`src/rtl/word_round_ctrl_if.sv`:
```
// rtl/word_round_ctrl_if.sv - game-flow bus between word_round_ctrl, word ROM and PlayerActivity
interface word_round_ctrl_if;
    logic        start;
    logic        word_done;
    logic [19:0] rom_data;
    logic [3:0]  rom_addr;
    logic [19:0] current_word;
    logic [19:0] next_word;
    logic        load_word;
    logic        swstart;
    logic [3:0]  timer_sec;
    logic [7:0]  score;
    logic [1:0]  lives;
    logic [1:0]  level;
    logic [2:0]  state;
    logic        game_over;

    modport master (
        output start, word_done, rom_data,
        input  rom_addr, current_word, next_word, load_word, swstart,
        input  timer_sec, score, lives, level, state, game_over
    );

    modport slave (
        input  start, word_done, rom_data,
        output rom_addr, current_word, next_word, load_word, swstart,
        output timer_sec, score, lives, level, state, game_over
    );
endinterface

```
`src/rtl/word_round_ctrl.sv`:
```
// rtl/word_round_ctrl.sv - typing-game sequencer: word fetch, countdown, score, lives, level
module word_round_ctrl #(
    parameter int NUM_WORDS     = 16,
    parameter int TICKS_PER_SEC = 100_000_000,
    parameter int WORD_TIME_SEC = 10,
    parameter int START_LIVES   = 3
) (
    input  logic               clk,
    input  logic               reset,
    word_round_ctrl_if.slave   bus
);
    typedef enum logic [2:0] {
        ST_IDLE       = 3'd0,
        ST_FETCH_CUR  = 3'd1,
        ST_FETCH_NEXT = 3'd2,
        ST_PLAY       = 3'd3,
        ST_ADVANCE    = 3'd4,
        ST_OVER       = 3'd5
    } state_t;

    localparam int                TICK_W    = (TICKS_PER_SEC > 1) ? $clog2(TICKS_PER_SEC) : 1;
    localparam logic [TICK_W-1:0] TICK_LAST = TICK_W'(TICKS_PER_SEC - 1);
    localparam logic [3:0]        ADDR_LAST = 4'(NUM_WORDS - 1);

    state_t              state_q, state_d;
    logic [3:0]          rom_addr_q, rom_addr_d;
    logic [19:0]         cur_q, cur_d;
    logic [19:0]         nxt_q, nxt_d;
    logic                load_q, load_d;
    logic [3:0]          timer_q, timer_d;
    logic [7:0]          score_q, score_d;
    logic [1:0]          lives_q, lives_d;
    logic [1:0]          level_q, level_d;
    logic [TICK_W-1:0]   tick_q, tick_d;
    logic [7:0]          done_q, done_d;

    logic [3:0]          addr_inc;
    logic [8:0]          score_sum;
    logic [7:0]          done_inc;
    logic [1:0]          level_new;
    logic [3:0]          reload;
    logic                tick_wrap;

    assign addr_inc  = (rom_addr_q == ADDR_LAST) ? 4'd0 : rom_addr_q + 4'd1;
    assign score_sum = {1'b0, score_q} + 9'd1 + {7'd0, level_q};
    assign done_inc  = (done_q == 8'hFF) ? 8'hFF : done_q + 8'd1;
    assign level_new = (done_inc >= 8'd24) ? 2'd3 : done_inc[4:3];
    // Reload always uses level_q: ADVANCE runs one cycle after the level update.
    assign reload    = 4'(WORD_TIME_SEC) - {2'b00, level_q};
    assign tick_wrap = (tick_q == TICK_LAST);

    always_comb begin
        state_d    = state_q;
        rom_addr_d = rom_addr_q;
        cur_d      = cur_q;
        nxt_d      = nxt_q;
        load_d     = 1'b0;
        timer_d    = timer_q;
        score_d    = score_q;
        lives_d    = lives_q;
        level_d    = level_q;
        tick_d     = tick_q;
        done_d     = done_q;

        case (state_q)
            ST_IDLE, ST_OVER: begin
                if (bus.start) begin
                    rom_addr_d = 4'd0;
                    score_d    = 8'd0;
                    level_d    = 2'd0;
                    lives_d    = 2'(START_LIVES);
                    done_d     = 8'd0;
                    state_d    = ST_FETCH_CUR;
                end
            end
            ST_FETCH_CUR: begin
                cur_d      = bus.rom_data;
                rom_addr_d = addr_inc;
                state_d    = ST_FETCH_NEXT;
            end
            ST_FETCH_NEXT: begin
                nxt_d      = bus.rom_data;
                rom_addr_d = addr_inc;
                timer_d    = reload;
                tick_d     = '0;
                load_d     = 1'b1;
                state_d    = ST_PLAY;
            end
            ST_PLAY: begin
                tick_d = tick_wrap ? '0 : tick_q + 1'b1;
                if (tick_wrap) begin
                    timer_d = timer_q - 4'd1;
                end
                // A completed word beats a simultaneous timeout.
                if (bus.word_done) begin
                    score_d = score_sum[8] ? 8'hFF : score_sum[7:0];
                    done_d  = done_inc;
                    level_d = level_new;
                    state_d = ST_ADVANCE;
                end else if (tick_wrap && timer_q == 4'd1) begin
                    lives_d = lives_q - 2'd1;
                    state_d = (lives_q == 2'd1) ? ST_OVER : ST_ADVANCE;
                end
            end
            ST_ADVANCE: begin
                cur_d      = nxt_q;
                nxt_d      = bus.rom_data;
                rom_addr_d = addr_inc;
                timer_d    = reload;
                tick_d     = '0;
                load_d     = 1'b1;
                state_d    = ST_PLAY;
            end
            default: state_d = ST_IDLE;
        endcase
    end

    always_ff @(posedge clk) begin
        if (reset) begin
            state_q    <= ST_IDLE;
            rom_addr_q <= 4'd0;
            cur_q      <= 20'd0;
            nxt_q      <= 20'd0;
            load_q     <= 1'b0;
            timer_q    <= 4'd0;
            score_q    <= 8'd0;
            lives_q    <= 2'd0;
            level_q    <= 2'd0;
            tick_q     <= '0;
            done_q     <= 8'd0;
        end else begin
            state_q    <= state_d;
            rom_addr_q <= rom_addr_d;
            cur_q      <= cur_d;
            nxt_q      <= nxt_d;
            load_q     <= load_d;
            timer_q    <= timer_d;
            score_q    <= score_d;
            lives_q    <= lives_d;
            level_q    <= level_d;
            tick_q     <= tick_d;
            done_q     <= done_d;
        end
    end

    assign bus.rom_addr     = rom_addr_q;
    assign bus.current_word = cur_q;
    assign bus.next_word    = nxt_q;
    assign bus.load_word    = load_q;
    assign bus.swstart      = load_q;
    assign bus.timer_sec    = timer_q;
    assign bus.score        = score_q;
    assign bus.lives        = lives_q;
    assign bus.level        = level_q;
    assign bus.state        = state_q;
    assign bus.game_over    = (state_q == ST_OVER);
endmodule

```
`src/flat_wrapper.sv`:
```
// flat-port wrapper written by rule: the top's interface ports become plain ports
module word_round_ctrl_flat 
#(
    parameter int NUM_WORDS     = 16,
    parameter int TICKS_PER_SEC = 100_000_000,
    parameter int WORD_TIME_SEC = 10,
    parameter int START_LIVES   = 3
)
  (clk, reset, bus_start, bus_word_done, bus_rom_data, bus_rom_addr, bus_current_word, bus_next_word, bus_load_word, bus_swstart, bus_timer_sec, bus_score, bus_lives, bus_level, bus_state, bus_game_over);
  word_round_ctrl_if bus_i ();
  input  logic clk;
  input  logic reset;
  input wire logic [$bits(bus_i.start)-1:0] bus_start;
  input wire logic [$bits(bus_i.word_done)-1:0] bus_word_done;
  input wire logic [$bits(bus_i.rom_data)-1:0] bus_rom_data;
  output wire logic [$bits(bus_i.rom_addr)-1:0] bus_rom_addr;
  output wire logic [$bits(bus_i.current_word)-1:0] bus_current_word;
  output wire logic [$bits(bus_i.next_word)-1:0] bus_next_word;
  output wire logic [$bits(bus_i.load_word)-1:0] bus_load_word;
  output wire logic [$bits(bus_i.swstart)-1:0] bus_swstart;
  output wire logic [$bits(bus_i.timer_sec)-1:0] bus_timer_sec;
  output wire logic [$bits(bus_i.score)-1:0] bus_score;
  output wire logic [$bits(bus_i.lives)-1:0] bus_lives;
  output wire logic [$bits(bus_i.level)-1:0] bus_level;
  output wire logic [$bits(bus_i.state)-1:0] bus_state;
  output wire logic [$bits(bus_i.game_over)-1:0] bus_game_over;
  assign bus_i.start = bus_start;
  assign bus_i.word_done = bus_word_done;
  assign bus_i.rom_data = bus_rom_data;
  assign bus_rom_addr = bus_i.rom_addr;
  assign bus_current_word = bus_i.current_word;
  assign bus_next_word = bus_i.next_word;
  assign bus_load_word = bus_i.load_word;
  assign bus_swstart = bus_i.swstart;
  assign bus_timer_sec = bus_i.timer_sec;
  assign bus_score = bus_i.score;
  assign bus_lives = bus_i.lives;
  assign bus_level = bus_i.level;
  assign bus_state = bus_i.state;
  assign bus_game_over = bus_i.game_over;
  word_round_ctrl #(.NUM_WORDS(NUM_WORDS), .TICKS_PER_SEC(TICKS_PER_SEC), .WORD_TIME_SEC(WORD_TIME_SEC), .START_LIVES(START_LIVES)) u_core (.clk(clk), .reset(reset), .bus(bus_i));
endmodule
```
`config.mk`:
```
export PLATFORM = sky130hd
export DESIGN_NAME = word_round_ctrl_flat
export DESIGN_NICKNAME = d
export VERILOG_FILES = /design/src/rtl/word_round_ctrl_if.sv /design/src/rtl/word_round_ctrl.sv /design/src/flat_wrapper.sv
export SDC_FILE = /design/constraint.sdc
export NUM_CORES = 1
export LEC_CHECK = 0
export ABC_AREA = 0
export CORE_MARGIN = 3
export CORE_UTILIZATION = 50
export CTS_CLUSTER_DIAMETER = 80
export DETAILED_ROUTE_END_ITERATION = 12
export GPL_ROUTABILITY_DRIVEN = 0
export HOLD_SLACK_MARGIN = 0.1
export PLACE_DENSITY = 0.75
export SKIP_CTS_REPAIR_TIMING = 1
export SLEW_MARGIN = 20
export SYNTH_ARGS = -nofsm -noshare
export SYNTH_HDL_FRONTEND = slang
export SYNTH_SLANG_ARGS = --single-unit
```
`constraint.sdc`:
```
create_clock -name clk -period 5.9 [get_ports clk]
set_input_delay 1.18 -clock clk [delete_from_list [all_inputs] [get_ports clk]]
set_output_delay 1.18 -clock clk [all_outputs]
set_load 0.005 [all_outputs]
```
==> metrics, run 1 <==
status=completed; Ports=90; FP Rows=36; flops & latches, synth=99; number of global-route vias before repair=4695; library cells used by synthesis=64; first-pass GRT wire length=22500 µm; Die H=between 100 and 150 µm; P per Cell Area=245 nW/µm²; Clock Skews=0.0113 ns; Die X=107 µm; final WL=13500 µm; die area=11400 µm²; Post-synth EDFFs=0; count of pins over their slew limit=0; period utilisation layout=0.583; Main synth FF type=dfxtp_1; total congestion overflow=0; cells after synthesis=around 650; FFs w/ async S/R, synth=0; gr usage total=0.239; most common cell after layout, fill and taps aside=nand2_1; CP required=between 4 and 5 ns; CTS root buffer=clkbuf_8; Lkg Pwr=2.02 nW; clock input transition at the sequential cells of the worst setup and hold paths=0.09 ns; DR vias/cell=5.98; Nets=approximately 740; max-cap check violation count=0; post-layout minimum cycle time=3.44 ns; Final WS setup=2.46 ns; TritonCTS clock tree=yes; Max FO, Critical Path=19; largest net degree at the start of global routing=between 40 and 50; TNS Setup=0 ns; Worst setup SP type=flip-flop; Critical Path, Cell by Cell=nor2b_1 -> and2_1 -> clkdlybuf4s50_1; syn_nets=~690; Iter 0 DRT Violations=349; CP peak stage delay=0.71 ns; CTS Buf Count=9; Hold Fails Final Rpt=0; share of cells above drive strength 1=0.0479; Max Buffers Root-to-Sink=2; setup slack at placement=roughly 2.8 ns; syn avg cell area=7.83 µm²; commonest non-fill, non-tap cells in the layout=nand2_1 (105), dfxtp_1 (99), clkdlybuf4s50_1 (88); RSZ-0062 raised after global routing=false; First-pass DRT Iterations=5; post-detailed-route count of antenna-violating nets=0; clock sink count=99; crit path max-delay cell type=dfxtp_1; Slew @ Worst Pin=between 0.9 and 1 ns; critical path class=reg2out; final setup fails=0; IO Port Bufs=89; Max-slew headroom=0.334; Post-DP HPWL=9350 µm; wire per inst=around 16 µm; antenna cells=0; Seq/Total Area, Yosys=0.389; initial core utilization=0.517; H-tree depth=3; Area Growth Syn to Fin=21.6%; vias=between 5000 and 6000; Worst-Skew Late Latency=0.37 ns; Peak VDD IR=146 µV; initial antenna violation count=0; CP endpoint kind=output pin; synth warn=0; Synth Cell Area=between 5000 and 6000 µm²; crit path DAT=2.26 ns; max frequency=0.291 GHz; Min-Delay Path Class=reg2reg; Remaining DRCs=0; core area=9860 µm²
==> cell families after synthesis <==
kind of cell	share of synthesized area
AOI/OAI and AO/OA	0.241
xor gates and xnor gates	0.0120
adders and majority gates	0.0260
buffers and inverters	0.0508
DFF	0.389
muxes	0.0157
and+or+nand+nor	0.266
==> metal layers <==
| metal | GRT usage | vias to the layer above | part of all wire | routed length [µm] |
|---|---|---|---|---|
| li1 | - | 2480 | - | - |
| met1 | 0.315 | 2390 | 0.45 | 6070 |
| met2 | 0.393 | 152 | 0.48 | 6510 |
| met3 | 0.0512 | 21 | 0.052 | 706 |
| met4 | 0.0740 | 0 | 0.016 | 223 |
| met5 | 0 | - | 0 | 0 |
==> metrics by stage <==
| stage | utilization | total power, mW | hold WS (ns) | std cells | area, µm² |
|---|---|---|---|---|---|
| 2_1_floorplan | - | 0.931 | 0.439 | 651 | 5100 |
| 3_3_place_gp | 0.607 | 1.07 | 0.454 | 829 | 5990 |
| 3_5_place_dp | 0.608 | 1.08 | 0.464 | 829 | 6000 |
| 4_1_cts | 0.628 | 1.53 | 0.478 | 843 | 6190 |
| 5_1_grt | 0.628 | 1.59 | 0.497 | 843 | 6200 |
| 6_report | 0.628 | 1.52 | 0.476 | 843 | 6200 |
==> power breakdown <==
part	switching, mW	total [mW]	internal (mW)
registers	0.0429	0.754	0.712
logic	0.157	0.311	0.154
clock network	0.220	0.454	0.234
total	0.419	1.52	1.10
==> sequential cells by signal, indices dropped and copies added (netlist names) <==
signal,count
u_core.done_q,8
u_core.bus.state,3
u_core.bus.lives,2
u_core.bus.next_word,20
u_core.bus.current_word,20
u_core.bus.level,2
u_core.bus.load_word,1
u_core.bus.score,8
u_core.tick_q,27
u_core.bus.rom_addr,4
u_core.bus.timer_sec,4
==> synth_stat cells (all sizes together) (9+ instances only) <==
cell	instances	area (µm²)
dfxtp	99	1980
a21oi	59	295
nand2	105	394
o21ai	57	285
a31oi	24	150
buf	10	52.6
nor2	50	188
ha	9	113
inv	17	63.8
clkbuf	38	143
a311oi	23	201
nand4	14	103
nand3	21	123
==> layout make-up <==
cell class,instances,area (µm²)
inverters,17,63.8
multi-input cells,487,2880
flip-flops and latches,99,1980
well taps,133,166
fillers,839,3660
clock buffers,11,131
clock inverters,3,65.1
repair buffers,93,916
==> final timing paths <==
path                                          start                   to  slack (ns)  cells after the start
worst max-delay path            u_core.bus.state[2]        bus_game_over        2.46                      3
worst min-delay path              u_core.tick_q[25]    u_core.tick_q[25]        0.48                      1
worst max register to register  u_core.bus.state[0]  u_core.bus.score[4]        2.98                      6
worst min register to register    u_core.tick_q[25]    u_core.tick_q[25]        0.48                      1
==> worst max-delay path: cells and delay by family, from the launching register on <==
| family | cells | cell delay [ns] |
|---|---|---|
| flip-flops | 1 | 0.71 |
| AND/OR/NAND/NOR | 2 | 0.67 |
| buffers and inverters | 1 | 0.52 |
(Power assumes the default switching activity.)
==> run 2, diff against run 1 <==
==> constraint.sdc (replaced) <==
create_clock -name clk -period 3.4 [get_ports clk]
set_input_delay 0.68 -clock clk [delete_from_list [all_inputs] [get_ports clk]]
set_output_delay 0.68 -clock clk [all_outputs]
set_load 0.005 [all_outputs]
==> run 2 against run 1 <==
Compared with the run above: wire length up 4.5%; hold slack gained 0.0047 ns; setup slack got worse by 2.0 ns; clock skew hardly changed; sequential power up 74%; die area stayed put; critical endpoint unchanged; largest cell class unchanged; power up 75%; register-to-register slack lost 2.1 ns; non-clock buffer count is 6 higher; combinational power is 78% higher; clock-buffer cell count grew 2; sequential share of layout area down 0.21 points.
==> metrics, run 2 (same netlist as run 1, synthesis figures left out) <==
commonest non-fill, non-tap cells in the layout=nand2_1 (105), dfxtp_1 (99), clkdlybuf4s50_1 (88); gr usage total=0.247; Largest register FFs=27; first-pass GRT wire length=23100 µm; clock sink count=99; Clock Skews=about 0.011 ns; Reg-to-Reg End=u_core.bus.score[2]; Max FO, Critical Path=19; Worst-Skew Late Latency=approximately 0.37 ns; Nets=747; Min-Delay Path Class=reg2reg; clock input transition at the sequential cells of the worst setup and hold paths=0.09 ns; Hold Fails Final Rpt=0; total congestion overflow=0; DR vias/cell=5.94; Die X=107 µm; max-cap check violation count=0; antenna cells=0; Slew @ Worst Pin=0.711 ns; status=completed; min-delay src=u_core.bus.next_word[19]; number of global-route vias before repair=4719; CP peak stage delay=approximately 0.73 ns; Worst setup SP type=flip-flop; crit path DAT=2.22 ns; Post-Place Cell Area=6040 µm²; vias=approximately 5100; core area=9860 µm²; crit path max-delay cell type=dfxtp_1; setup slack at placement=0.837 ns; count of pins over their slew limit=0; Final Power=2.66 mW; R2R Path Start=u_core.bus.state[2]; period utilisation layout=0.854; max frequency=0.344 GHz; fill count=828; Critical Path, Cell by Cell=nor2b_1 -> and2_1 -> clkdlybuf4s50_1; RSZ-0062 raised after global routing=false; H-tree depth=3; P per Cell Area=426 nW/µm²; Remaining DRCs=0; Final Util=0.633; Die H=107 µm; post-layout minimum cycle time=2.90 ns; post-layout instance area=about 6200 µm²; crit path from=u_core.bus.state[2]; First-pass DRT Iterations=5; initial antenna violation count=0; Hold WS=0.481 ns; CP endpoint kind=output pin; TritonCTS clock tree=yes; share of cells above drive strength 1=0.0585; Area Growth Syn to Fin=22.4%; Max Buffers Root-to-Sink=2; most common cell after layout, fill and taps aside=nand2_1; initial core utilization=0.517; final setup fails=0; reg2reg setup slack=0.84 ns; FP Rows=36; wire per inst=16.6 µm; CTS Buf Count=9; Post-DP HPWL=approximately 9700 µm; die area=11400 µm²; CP required=2.72 ns; Final WS setup=0.497 ns; IO Port Bufs=89; largest register by flop count=u_core.tick_q; Lkg Pwr=approximately 2.0 nW; worst-case reg-to-reg path depth=6; Max-slew headroom=0.526; post-detailed-route count of antenna-violating nets=0; Iter 0 DRT Violations=between 400 and 500; CP endpoint=bus_game_over; Layout Cells excl Fill=approximately 850; Peak VDD IR=slightly below 200 µV; Ports=90; critical path class=reg2out; CTS root buffer=clkbuf_8; largest net degree at the start of global routing=67; cell total after placement=835; TNS Setup=0 ns; final WL=14100 µm
==> run 2: cell type report <==
type | count | area (µm²) | share of cell area
multi-input combinational | 487 | 2860 | 0.459
sequential | 99 | 1980 | 0.318
timing repair buffer | 99 | 961 | 0.154
tap | 133 | 166 | 0.0267
clock buffer | 13 | 159 | 0.0255
inverter | 17 | 63.8 | 0.0102
clock inverter | 3 | 46.3 | 0.00742
==> run 2: power breakdown <==
| part | total [mW] | switching [mW] | internal (mW) |
|---|---|---|---|
| clock | 0.795 | 0.413 | 0.383 |
| sequential | 1.31 | 0.0729 | 1.23 |
| combinational | 0.553 | 0.279 | 0.274 |
| total | 2.66 | 0.764 | 1.89 |
==> run 2: critical path: cells and delay by family, from the launching register on <==
family,cells,cell delay [ns]
flops,1,0.73
buf+inv,1,0.52
simple gates,2,0.60
==> run 2: how the worst min path moves through the flow <==
stage / cells after the start / slack, ns / end
2_1_floorplan: 1 / 0.44 / u_core.tick_q[26]
3_3_place_gp: 1 / 0.46 / u_core.tick_q[26]
3_5_place_dp: 2 / 0.47 / u_core.bus.next_word[6]
4_1_cts: 2 / 0.48 / u_core.bus.next_word[0]
5_1_grt: 1 / 0.51 / u_core.tick_q[26]
6_report: 2 / 0.48 / u_core.bus.next_word[19]
==> run 2: layer usage <==
layer  part of all wire  vias up  track usage  routed length (µm)
met2               0.48      164        0.406                6810
li1                   -     2485            -                   -
met5                  0        -            0                   0
met3              0.055       19       0.0325                 773
met1               0.44     2389        0.329                6280
met4              0.019        0       0.0977                 265
